===== src/rtl/doy_date_converter_if.sv =====
// rtl/doy_date_converter_if.sv - request/result bundle for the day-of-year date converter
interface doy_date_converter_if;
    logic       start;
    logic [8:0] doy;
    logic       leap;
    logic       busy;
    logic       done;
    logic       error;
    logic [3:0] month;
    logic [4:0] dom;
    logic [7:0] month_bcd;
    logic [7:0] dom_bcd;

    modport master (
        output start, doy, leap,
        input  busy, done, error, month, dom, month_bcd, dom_bcd
    );

    modport slave (
        input  start, doy, leap,
        output busy, done, error, month, dom, month_bcd, dom_bcd
    );
endinterface


===== src/rtl/doy_date_converter.sv =====
// rtl/doy_date_converter.sv - iterative day-of-year to month/day converter with BCD outputs
module doy_date_converter #(
    parameter int         LEAP_EN     = 1,
    parameter int         ZERO_BLANK  = 1,
    parameter logic [3:0] BLANK_DIGIT = 4'hA
) (
    input  logic                        clk,
    input  logic                        reset,
    doy_date_converter_if.slave         bus
);
    typedef enum logic [1:0] {
        S_IDLE,
        S_CHECK,
        S_WALK,
        S_DONE
    } state_t;

    state_t     state;
    logic [8:0] doy_q;
    logic       leap_q;
    logic [8:0] rem;
    logic [3:0] m;
    logic       busy_q;
    logic       done_q;
    logic       error_q;
    logic [3:0] month_q;
    logic [4:0] dom_q;
    logic [7:0] month_bcd_q;
    logic [7:0] dom_bcd_q;

    logic [8:0] doy_limit;
    logic [8:0] cur_len;

    function automatic logic [4:0] month_len(input logic [3:0] mm, input logic lp);
        case (mm)
            4'd2:                    month_len = lp ? 5'd29 : 5'd28;
            4'd4, 4'd6, 4'd9, 4'd11: month_len = 5'd30;
            default:                 month_len = 5'd31;
        endcase
    endfunction

    function automatic logic [7:0] to_bcd(input logic [4:0] v);
        logic [3:0] tens;
        logic [3:0] ones;
        if (v >= 5'd30) begin
            tens = 4'd3;
            ones = 4'(v - 5'd30);
        end else if (v >= 5'd20) begin
            tens = 4'd2;
            ones = 4'(v - 5'd20);
        end else if (v >= 5'd10) begin
            tens = 4'd1;
            ones = 4'(v - 5'd10);
        end else begin
            tens = 4'd0;
            ones = v[3:0];
        end
        if (tens == 4'd0 && ZERO_BLANK != 0)
            tens = BLANK_DIGIT;
        to_bcd = {tens, ones};
    endfunction

    assign doy_limit = 9'd365 + {8'd0, leap_q};
    assign cur_len   = {4'd0, month_len(m, leap_q)};

    always_ff @(posedge clk) begin
        if (reset) begin
            state       <= S_IDLE;
            doy_q       <= 9'd0;
            leap_q      <= 1'b0;
            rem         <= 9'd0;
            m           <= 4'd0;
            busy_q      <= 1'b0;
            done_q      <= 1'b0;
            error_q     <= 1'b0;
            month_q     <= 4'd0;
            dom_q       <= 5'd0;
            month_bcd_q <= {BLANK_DIGIT, BLANK_DIGIT};
            dom_bcd_q   <= {BLANK_DIGIT, BLANK_DIGIT};
        end else begin
            done_q <= 1'b0;
            case (state)
                // DONE accepts a new request exactly like IDLE, giving back-to-back conversions
                S_IDLE, S_DONE: begin
                    if (bus.start) begin
                        doy_q  <= bus.doy;
                        leap_q <= (LEAP_EN != 0) && bus.leap;
                        busy_q <= 1'b1;
                        state  <= S_CHECK;
                    end else begin
                        busy_q <= 1'b0;
                        state  <= S_IDLE;
                    end
                end
                S_CHECK: begin
                    if (doy_q == 9'd0 || doy_q > doy_limit) begin
                        error_q     <= 1'b1;
                        month_q     <= 4'd0;
                        dom_q       <= 5'd0;
                        month_bcd_q <= {BLANK_DIGIT, BLANK_DIGIT};
                        dom_bcd_q   <= {BLANK_DIGIT, BLANK_DIGIT};
                        busy_q      <= 1'b0;
                        done_q      <= 1'b1;
                        state       <= S_DONE;
                    end else begin
                        rem     <= doy_q;
                        m       <= 4'd1;
                        error_q <= 1'b0;
                        state   <= S_WALK;
                    end
                end
                // rem is strictly larger than cur_len on every subtract, so it never wraps
                S_WALK: begin
                    if (rem <= cur_len) begin
                        month_q     <= m;
                        dom_q       <= rem[4:0];
                        month_bcd_q <= to_bcd({1'b0, m});
                        dom_bcd_q   <= to_bcd(rem[4:0]);
                        busy_q      <= 1'b0;
                        done_q      <= 1'b1;
                        state       <= S_DONE;
                    end else begin
                        rem <= rem - cur_len;
                        m   <= m + 4'd1;
                    end
                end
                default: begin
                    busy_q <= 1'b0;
                    state  <= S_IDLE;
                end
            endcase
        end
    end

    assign bus.busy      = busy_q;
    assign bus.done      = done_q;
    assign bus.error     = error_q;
    assign bus.month     = month_q;
    assign bus.dom       = dom_q;
    assign bus.month_bcd = month_bcd_q;
    assign bus.dom_bcd   = dom_bcd_q;
endmodule

===== src/flat_wrapper.sv =====
// flat-port wrapper written by rule: the top's interface ports become plain ports
module doy_date_converter_flat 
#(
    parameter int         LEAP_EN     = 1,
    parameter int         ZERO_BLANK  = 1,
    parameter logic [3:0] BLANK_DIGIT = 4'hA
)
  (clk, reset, bus_start, bus_doy, bus_leap, bus_busy, bus_done, bus_error, bus_month, bus_dom, bus_month_bcd, bus_dom_bcd);
  doy_date_converter_if bus_i ();
  input  logic clk;
  input  logic reset;
  input wire logic [$bits(bus_i.start)-1:0] bus_start;
  input wire logic [$bits(bus_i.doy)-1:0] bus_doy;
  input wire logic [$bits(bus_i.leap)-1:0] bus_leap;
  output wire logic [$bits(bus_i.busy)-1:0] bus_busy;
  output wire logic [$bits(bus_i.done)-1:0] bus_done;
  output wire logic [$bits(bus_i.error)-1:0] bus_error;
  output wire logic [$bits(bus_i.month)-1:0] bus_month;
  output wire logic [$bits(bus_i.dom)-1:0] bus_dom;
  output wire logic [$bits(bus_i.month_bcd)-1:0] bus_month_bcd;
  output wire logic [$bits(bus_i.dom_bcd)-1:0] bus_dom_bcd;
  assign bus_i.start = bus_start;
  assign bus_i.doy = bus_doy;
  assign bus_i.leap = bus_leap;
  assign bus_busy = bus_i.busy;
  assign bus_done = bus_i.done;
  assign bus_error = bus_i.error;
  assign bus_month = bus_i.month;
  assign bus_dom = bus_i.dom;
  assign bus_month_bcd = bus_i.month_bcd;
  assign bus_dom_bcd = bus_i.dom_bcd;
  doy_date_converter #(.LEAP_EN(LEAP_EN), .ZERO_BLANK(ZERO_BLANK), .BLANK_DIGIT(BLANK_DIGIT)) u_core (.clk(clk), .reset(reset), .bus(bus_i));
endmodule

===== config.mk =====
export PLATFORM = sky130hd
export DESIGN_NAME = doy_date_converter_flat
export DESIGN_NICKNAME = d
export VERILOG_FILES = /design/src/rtl/doy_date_converter_if.sv /design/src/rtl/doy_date_converter.sv /design/src/flat_wrapper.sv
export SDC_FILE = /design/constraint.sdc
export NUM_CORES = 1
export LEC_CHECK = 0
export CAP_MARGIN = 20
export CELL_PAD_IN_SITES_DETAIL_PLACEMENT = 1
export CELL_PAD_IN_SITES_GLOBAL_PLACEMENT = 1
export CORE_ASPECT_RATIO = 1.4
export CORE_MARGIN = 5
export CORE_UTILIZATION = 40
export CTS_CLUSTER_DIAMETER = 50
export CTS_CLUSTER_SIZE = 14
export DETAILED_ROUTE_END_ITERATION = 16
export PLACE_DENSITY_LB_ADDON = 0.15
export REMOVE_ABC_BUFFERS = 1
export SYNTH_ARGS = -nofsm -noshare
export SYNTH_HDL_FRONTEND = slang
export SYNTH_SLANG_ARGS = --single-unit

===== constraint.sdc =====
create_clock -name clk -period 6.5 [get_ports clk]
set_input_delay 1.3 -clock clk [delete_from_list [all_inputs] [get_ports clk]]
set_output_delay 1.3 -clock clk [all_outputs]
set_load 0.01 [all_outputs]

==> key figures, run 1 <==
Yosys
  • Cell area after synthesis: roughly 2800 um^2
  • Mean Syn Cell Area: 8.181 um^2
  • Synth area leader: dfxtp_1
  • Post-synth top area share: around 35%
  • Yosys warns: 0
  • Async set-reset flop share out of synthesis: 0%
  • Ys flop type: dfxtp_1
  • Register area share after synthesis: 34.55%
  • Post-synthesis cell type count: 58
  • Top post-synthesis cells by area: dfxtp_1, ha_1, a21oi_1
  • Post-synth EDFFs: 0
  • Register bit total from synthesis: 48
  • Synth Instances: 340

Timing
  • Final setup TNS: 0 ps
  • Final Hold Fails: 0
  • Timing-limited maximum frequency: slightly above 300 MHz
  • Slew Viols, Final: 0
  • Tcrit/Tclk final: between 40% and 50%
  • Min Tclk post-route: 3250 ps
  • Hold_ws: roughly 460 ps
  • Skew final: between 5 and 6 ps
  • Slew Limit Headroom: between 40% and 50%
  • RSZ-0062 raised after global routing: false
  • Worst-Margin Slew: 880.1 ps
  • Final setup viols: 0

Final layout
  • Antenna cell count: 0
  • Commonest non-fill, non-tap cell in the layout: dfxtp_1
  • Post-route insts no fill: between 400 and 500
  • Layout cell share with drive strength beyond 1: 6.630%
  • Final nets: slightly below 400
  • Syn-to-layout area delta: 17.81%
  • Most frequent cells in the layout: dfxtp_1, nand2_1, clkdlybuf4s50_1

Setup path
  • Crit. End Element: register
  • Arr. time, crit path: 3420 ps
  • Req. time, crit path: 6670 ps
  • CP Cell Sequence: inv_1, ha_1, o21ai_0, o21ai_0, o21ai_0, ha_1, nor2b_1, o2111ai_1, a21boi_4, a211oi_4, and3_1, o21ai_0
  • CP Max Fanout: 17
  • Crit-path most repeated cell: o21ai_0
  • Max incr delay on CP: ~630 ps
  • Slowest CP cell: a211oi_4
  • Crit Path Category: reg2reg
  • R2r setup slk: between 3000 and 4000 ps
  • Startpoint types: register

Clocking
  • Worst-skew pair later-pin latency: 300 ps
  • Post-cts gate resize count: 0
  • Hold buffers post-CTS: 0
  • CTS max path bufs: 2
  • CTS Buf Count: 5
  • Root buf cell: clkbuf_8
  • Postcts setup bufs: 0
  • CTS tree: built
  • CTS Sinks: 48
  • Clock transition time at the flip-flop clock pins of the worst setup and hold paths: about 90 ps
  • H-tree depth: 2

Route
  • DRT Pass-1 Iters: 4
  • Routed vias/inst: 5.370
  • Final WL: ~7.0 mm
  • Antenna-violating nets left: 0
  • WL/cell: between 15 and 20 um
  • Total vias in the final route: 2,454
  • Residual DRC: 0
  • Detailed Route Iter0 Violations: 94

Pwr
  • Pwr dens: 365.1 nW/um^2
  • Pleak: approximately 1.2 nW
  • Worst vdd ir: roughly 300 uV

Placed design
  • Port bufs: 38
  • Gp weighted congestion: between 0.8 and 0.9
  • Dpl cells: approximately 450
  • Dpl hpwl: 5.057 mm

Floorplan
  • Core area: just under 7000 um^2
  • Initial Util: 40.36%
  • Die Width: roughly 80 um
  • Row Count: 36
  • I/O Pins: between 40 and 50
  • Die area: 8745 um^2
  • Die Y: 108.7 um

GRT
  • Grt ovf: 0
  • GR Util All Layers: ~17%
  • Largest net degree at the start of global routing: 46
  • Vias in the first global route: approximately 2,600
  • Initial antenna violation count: 0
  • First-pass GRT wire length: ~12 mm

Worst hold path
  • Worst hold path type: reg2reg

Job
  • Max Cap Violations: 0

Outcome
  • Status: completed
-- cell usage after synthesis (all sizes together) (2+ instances only) --
| master | number |
|---|---|
| or2 | 2 |
| nand2 | 47 |
| nand3 | 14 |
| o2111a | 3 |
| or3 | 2 |
| xnor2 | 2 |
| a31o | 3 |
| nor4 | 2 |
| a211o | 4 |
| nor2b | 7 |
| nand4b | 2 |
| a21o | 4 |
| or4 | 4 |
| ha | 18 |
| a21boi | 3 |
| nor2 | 18 |
| nand2b | 7 |
| a31oi | 3 |
| nor3 | 10 |
| a21oi | 36 |
| o21a | 4 |
| o32ai | 2 |
| mux2i | 4 |
| buf | 12 |
| a211oi | 8 |
| o21ai | 17 |
| o31ai | 4 |
| dfxtp | 48 |
| inv | 17 |
| clkbuf | 15 |
-- layer usage --
metal,wire [um],vias to the layer above,GRT usage (%)
li1,-,1234,-
met1,2938,1164,19.49
met2,3677,42,32.52
met4,150,0,5.918
met5,0,-,0
met3,223,14,2.479
-- power breakdown --
group | internal (mW) | switching (mW) | total, mW
sequential | 0.341 | 0.0537 | 0.394
clock | 0.126 | 0.105 | 0.230
combinational | 0.210 | 0.361 | 0.571
total | 0.677 | 0.520 | 1.20
-- layout make-up --
type | count | area, um^2
clock buffers | 6 | 82.58
clock inverters | 2 | 38.79
fillers | 820 | 3615
inverters | 17 | 63.81
multi-input cells | 249 | 1617
flip-flops and latches | 48 | 960.9
well taps | 95 | 118.9
repair buffers | 40 | 395.4
-- path summary, 6_finish.rpt --
check | startpoint | endpoint | cells after the start
min | u_core.bus.dom[4]$_SDFFE_PP0P_ | u_core.bus.dom[4]$_SDFFE_PP0P_ | 2
max | u_core.m[1]$_SDFFE_PP0P_ | u_core.bus.dom_bcd[1]$_SDFFE_PP1P_ | 12
max reg2reg | u_core.m[1]$_SDFFE_PP0P_ | u_core.bus.dom_bcd[1]$_SDFFE_PP1P_ | 12
min reg2reg | u_core.bus.dom[4]$_SDFFE_PP0P_ | u_core.bus.dom[4]$_SDFFE_PP0P_ | 2
-- critical path: cells and delay by family, from the launching register on --
| kind | cells | cell delay [ps] |
|---|---|---|
| buf+inv | 1 | 140 |
| simple gates | 2 | 330 |
| flops | 1 | 550 |
| compound gates | 7 | 1670 |
| fa+ha+maj | 2 | 430 |
-- flip-flops by register name (all words and copies together), names as in the netlist --
register,cells
u_core.doy_q,9
u_core.state,2
u_core.bus.month_bcd,5
u_core.bus.dom,5
u_core.leap_q,1
u_core.bus.dom_bcd,6
u_core.bus.error,1
u_core.rem,9
u_core.bus.busy,1
u_core.m,4
u_core.bus.done,1
u_core.bus.month,4
-- per-stage QoR --
step | utilization, % | cell area (um^2) | total power [mW] | setup slack, ps
floorplan | - | 2641 | 0.7956 | 3726
global placement | 45.79 | 3156 | 0.9589 | 3223
detailed placement | 45.79 | 3156 | 0.9751 | 3160
CTS | 47.55 | 3277 | 1.215 | 3221
global route | 47.55 | 3277 | 1.295 | 2893
finish | 47.55 | 3277 | 1.196 | 3250
-- cells by family (layout without fill, tap and decap cells) --
logic type	after synthesis	count (layout)	synth area share, %
xor+xnor	2	2	0.6299
compound gates	101	101	25.01
buf+inv	44	65	7.467
mux	5	5	1.844
simple gates	120	120	21.55
fa+ha+maj	19	19	8.817
other cells	1	2	0.1348
flops	48	48	34.55
Note: power is estimated with default switching activity, not from simulation.
==> run 2: changes to the inputs <==
- CORE_UTILIZATION: 40 -> 36
- clock period: 6.5 -> 2.61 ns (I/O delays scaled with it)
==> run 2 against run 1 <==
  * First-iteration DRC count rose by 15%
  * Worst hold slack about the same
  * Count of clock-buffer cells in the layout did not move
  * Register-to-register slack lost 3200 ps
  * Clock power up 93%
  * Global-route usage grew 0.57 points
  * Sequential share of layout area fell by 4.2 points
  * Power grew to 3.1 times the previous value
  * Non-clock buffer count rose by 46
==> key figures, run 2 (synthesized netlist as in run 1, its figures left out) <==
Clocking
  • CTS Sinks: 48 (unchanged)
  • CTS tree: built
  • Root buf cell: clkbuf_8
  • CTS Buf Count: 5 (unchanged)
  • Clock transition time at the flip-flop clock pins of the worst setup and hold paths: 90 ps (about the same)
  • H-tree depth: 2 (unchanged)
  • CTS max path bufs: 2 (unchanged)
  • Hold buffers post-CTS: 0 (unchanged)
  • Worst-skew pair later-pin latency: 320 ps (+20 ps)

GRT
  • Initial antenna violation count: 0 (unchanged)
  • Vias in the first global route: 2,894 (+13%)
  • GR Util All Layers: 17.84% (+0.57 points)
  • Largest net degree at the start of global routing: 43 (-6.5%)
  • Grt ovf: 0 (unchanged)
  • First-pass GRT wire length: 13.77 mm (+14%)
  • Met2 usage: 35.41% (+2.9 points)
  • Grt peak-use layer: met2
  • Met1 GRT Util: 18.51% (-0.98 points)
  • Met3 GRT Util: 2.601% (+0.12 points)

Floorplan
  • Initial Util: 36.34% (-4.0 points)
  • Die Width: 84.29 um (+4.7%)
  • Die area: 9608 um^2 (+9.9%)
  • Die Y: 114 um (+4.9%)
  • Row Count: 38 (+5.6%)
  • I/O Pins: 41 (unchanged)
  • Core area: 7655 um^2 (+11%)

Timing
  • Timing-limited maximum frequency: 386.9 MHz (+26%)
  • Min Tclk post-route: 2584 ps (-665.0 ps)
  • Final setup viols: 0 (unchanged)
  • Tcrit/Tclk final: 99.02% (+49 points)
  • Slew Limit Headroom: 56.25% (+15 points)
  • RSZ-0062 raised after global routing: true
  • Hold_ws: 456.4 ps (+0.4650 ps)
  • Worst-Margin Slew: 652.3 ps (-227.8 ps)
  • Slew Viols, Final: 0 (unchanged)
  • Fin worst setup slack: 25.50 ps (-3225 ps)
  • Final Hold Fails: 0 (unchanged)
  • Final setup TNS: 0 ps (unchanged)
  • Skew final: 9.613 ps (+4.479 ps)

Final layout
  • Most frequent cells in the layout: dfxtp_1, nand2_1, clkdlybuf4s50_1, buf_4, a21oi_1
  • Layout cell share with drive strength beyond 1: 24.82% (+18 points)
  • Final Core Density: 50.29% (+2.7 points)
  • Final nets: 439 (+12%)
  • Filler cell count: 932 (+14%)
  • Antenna cell count: 0 (unchanged)
  • Commonest non-fill, non-tap cell in the layout: dfxtp_1
  • Syn-to-layout area delta: 38.42%

Worst hold path
  • Worst hold path type: reg2reg

Placed design
  • Gp weighted congestion: 0.7720 (-6.8%)
  • Port bufs: 38 (unchanged)
  • Dpl hpwl: 5.932 mm (+17%)
  • Pre-CTS setup slack: -148.9 ps (-3309 ps)

Pwr
  • Reg power frac: 26.0% (-7.0 points)
  • Power Total: 3.712 mW (+210%)
  • Switching pwr: 1.579 mW (+200%)
  • Comb power frac: 62.0% (+14 points)
  • Clock power frac: 12.0% (-7.3 points)
  • Net switching fraction of the power: 42.54% (-0.90 points)
  • Pleak: 1.459 nW (+23%)
  • Worst vdd ir: 438.3 uV (+47%)
  • Internal power: 2.133 mW (+220%)
  • Pwr dens: 964.2 nW/um^2 (+160%)

Route
  • Residual DRC: 0 (unchanged)
  • Total vias in the final route: 2,690 (+9.6%)
  • Detailed Route Iter0 Violations: 108 (+15%)
  • Routed vias/inst: 5.306 (-1.2%)
  • Antenna-violating nets left: 0 (unchanged)
  • Final WL: 8.424 mm (+21%)
  • WL/cell: 16.62 um (+8.6%)
  • DRT Pass-1 Iters: 4 (unchanged)

Setup path
  • Crit Path Category: reg2reg
  • Arr. time, crit path: 2790 ps (-630 ps)
  • Startpoint types: register
  • CP Max Fanout: 5 (-12)
  • Crit. End Element: register
  • Req. time, crit path: 2820 ps (-3850 ps)

Outcome
  • Status: completed

Job
  • Max Cap Violations: 0 (unchanged)
## run 2: cell types whose count changed in the layout (fill, tap and decap cells not counted), sizes merged
cell	delta
clkbuf	+1
bufinv	-1
buf	+45
## run 2: per-layer routing
metal / part of all wire, % / up-vias / wire [um]
li1: - / 1338 / -
met1: 39 / 1307 / 3259
met2: 57 / 35 / 4763
met3: 2.8 / 10 / 235
met4: 2.0 / 0 / 166
met5: 0 / - / 0
## run 2: metrics by stage
step / cells / instance area (um^2)
final: 507 / 3850
after global routing: 507 / 3850
after CTS: 503 / 3700
after detailed placement: 488 / 3480
after global placement: 488 / 3480
after floorplan: 314 / 2641
## run 2: timing repair
item / 4_1_cts / 5_1_grt
resized for setup: 24 / 29
pin swaps: 8 / 16
cloned: 0 / 1
setup buffers: 8 / 3
endpoints found under the setup margin: 32 / 32
## run 2: final timing paths
kind                                       start                               end  slack (ps)  cells after the start
setup reg to reg        u_core.m[0]$_SDFFE_PP0P_  u_core.bus.month[0]$_SDFFE_PP0P_          30                     14
hold reg to reg   u_core.bus.dom[4]$_SDFFE_PP0P_    u_core.bus.dom[4]$_SDFFE_PP0P_         460                      2
hold / removal    u_core.bus.dom[4]$_SDFFE_PP0P_    u_core.bus.dom[4]$_SDFFE_PP0P_         460                      2
setup / recovery        u_core.m[0]$_SDFFE_PP0P_  u_core.bus.month[0]$_SDFFE_PP0P_          30                     14
## run 2: layout make-up
| class | count | area [um^2] | area share [%] |
|---|---|---|---|
| Multi-Input combinational cell | 249 | 1770 | 45.99 |
| Sequential cell | 48 | 968.4 | 25.15 |
| Timing Repair Buffer | 86 | 839.6 | 21.81 |
| Tap cell | 100 | 125.1 | 3.250 |
| Clock buffer | 6 | 72.57 | 1.885 |
| Inverter | 17 | 68.82 | 1.787 |
| Clock inverter | 1 | 5.005 | 0.1300 |
## run 2: power by group through the flow
stage               Clock [mW]  Sequential [mW]  Combinational, mW
floorplan                    0            0.973               1.01
global placement             0            0.968               1.81
detailed placement           0            0.974               1.85
CTS                      0.465            0.959               2.10
global route             0.487            0.987               2.49
finish                   0.444            0.966               2.30
## run 2: worst max-delay path: stages (launching register included)
cell and delay, ps:
dfxtp_4 390, buf_6 100, ha_4 130, nor2_1 40
o21ai_1 100, o21ai_1 80, ha_1 310, nand4_1 160
o21a_1 250, a21boi_4 150, a211o_4 360, buf_12 160
buf_4 130, nand2_2 60, a21oi_1 50
==> patch, RTL diff (flow settings as in run 2) <==
Re-encode `state_t` (4 states) as one-hot, 4 bits wide.
--- a/src/rtl/doy_date_converter.sv
+++ b/src/rtl/doy_date_converter.sv
@@ -8,11 +8,11 @@
     input  logic                        reset,
     doy_date_converter_if.slave         bus
 );
-    typedef enum logic [1:0] {
-        S_IDLE,
-        S_CHECK,
-        S_WALK,
-        S_DONE
+    typedef enum logic [3:0] {
+        S_IDLE  = 4'b0001,
+        S_CHECK = 4'b0010,
+        S_WALK  = 4'b0100,
+        S_DONE  = 4'b1000
     } state_t;
 
     state_t     state;
Behaviour: same outputs for any inputs over 4 cycles, from zero or initial values and one cycle with reset high; so few cycles prove little.
==> patch against run 2 <==
Synthesized area is 6.4% lower. Setup slack improved by 0.057 ns. Wire length decreased by 20%. Global-route usage down 2.1 points. Die area shrank 5.7%. Hold slack better by 0.0018 ns. Cell area decreased by 15%. Via count is 19% lower. Critical path depth fell by 1. Sequential cell count rose by 2. Critical path type unchanged. Largest cell class unchanged. Highest routed layer unchanged.
Power is not compared: it rests on default switching activity, and its combinational part moved more than twofold at a synthesized area within 25%.
==> patch: results (changes against run 2) <==
- Routed len/inst: 16.0 um (-3.9%)
- Crit-path max FO: 7 (+2)
- Number of synthesis warnings: 0 (unchanged)
- Global-route usage over all layers: 15.7% (-2.1 points)
- Crit path DAT: 2.71 ns (-0.08 ns)
- Number of global-route vias before repair: 2351 (-19%)
- Post-DP HPWL: 5030 um (-15%)
- Hold Path Class: reg -> reg
- Synth top area cells: dfxtp_1 38%, ha_1 7.7%, mux2i_1 7.7%
- Final Wtd Congestion: 0.838 (+8.5%)
- P_leak: 1.30 nW
- Synth unique cells: 57 (-1.7%)
- Via Count: 2184 (-19%)
- Post-synth top cells: 50 x dfxtp_1, 33 x nor2_1, 20 x mux2i_1
- WHS: 0.458 ns (+0.00178 ns)
- Maximum buffer depth of the clock tree: 2 (unchanged)
- Synth Flop Type: dfxtp_1
- First-pass GRT wire length: 11300 um (-18%)
- Largest net degree at the start of global routing: 30 (-30%)
- Outcome: complete, no violations
- DRT Pass-1 Iters: 4 (unchanged)
- Clk_skew: 0.00884 ns (-0.000771 ns)
- Layout cells sized above 1: 15.2% (-9.6 points)
- Worst skew pair latency: 0.30 ns (-0.02 ns)
- CTS Buf Count: 5 (unchanged)
- Internal reg-to-reg setup slack: 0.08 ns (+0.06 ns)
- Sequential share of the synthesized area: 38.4% (+3.9 points)
- Initial DRC count: 66 (-39%)
- Clock Root Buffer: clkbuf_8
- Final Net Count: 357 (-19%)
-- patch: path summary, 6_finish.rpt --
check / end / cells past startpoint / from
worst max-delay path: u_core.rem[0] / 13 / u_core.m[1]
worst min-delay path: u_core.bus.month_bcd[2] / 1 / u_core.bus.month_bcd[2]
worst max register to register: u_core.rem[0] / 13 / u_core.m[1]
worst min register to register: u_core.bus.month_bcd[2] / 1 / u_core.bus.month_bcd[2]
-- patch: stage by stage --
step / setup WS [ns] / std cells / area (um^2) / power, mW
finish: 0.0830 / 423 / 3280 / 1.40
global route: -0.0325 / 423 / 3280 / 1.48
CTS: 0.0218 / 422 / 3240 / 1.43
detailed placement: -0.0147 / 414 / 3140 / 0.955
global placement: 0.0849 / 414 / 3140 / 0.951
floorplan: 0.0673 / 259 / 2480 / 0.891
-- patch: layout make-up --
class                      count  area (um^2)
clock inverter                 1         5.00
fill                         828         3740
tap                           95          119
timing repair buffer          61          561
multi-input combinational    196         1460
sequential                    50         1010
inverter                      13         48.8
clock buffer                   7         86.3
-- patch: metal layers --
| layer | vias up | part of all wire [%] | track usage [%] | routed length, um |
|---|---|---|---|---|
| li1 | 1085 | - | - | - |
| met1 | 1066 | 45 | 19.6 | 3010 |
| met2 | 28 | 52 | 26.9 | 3490 |
| met3 | 5 | 2.7 | 3.09 | 181 |
| met4 | 0 | 1.0 | 3.99 | 70 |
| met5 | - | 0 | 0 | 0 |
-- patch: worst max-delay path: stages (launching register included) --
cell	delay (ns)
dfxtp_4	0.37
inv_1	0.07
ha_1	0.19
o21ai_0	0.16
o21ai_0	0.11
o21ai_1	0.18
ha_1	0.26
nand4_1	0.10
o211ai_2	0.13
a21oi_4	0.19
o21bai_4	0.19
buf_6	0.19
mux2i_2	0.23
nor2_1	0.06
-- patch: kinds of logic after synthesis --
logic type,share of synthesized area (%)
other cells,0.144
flops,38.4
buf+inv,6.87
compound gates,21.8
fa+ha+maj,8.46
mux,7.69
xor+xnor,1.35
simple gates,15.3
-- patch: where the power goes --
part           internal (mW)  switching (mW)  leakage, nW  total [mW]
logic                 0.0679          0.0683        0.850       0.136
registers              0.779          0.0193        0.407       0.799
clock network          0.215           0.254       0.0482       0.469
total                   1.06           0.342         1.30        1.40
-- patch: what timing repair did --
item / 4_1_cts / 5_1_grt
setup buffers: 0 / 1
pin swaps: 1 / 4
setup endpoints to repair: 5 / 28
resized for setup: 2 / 15
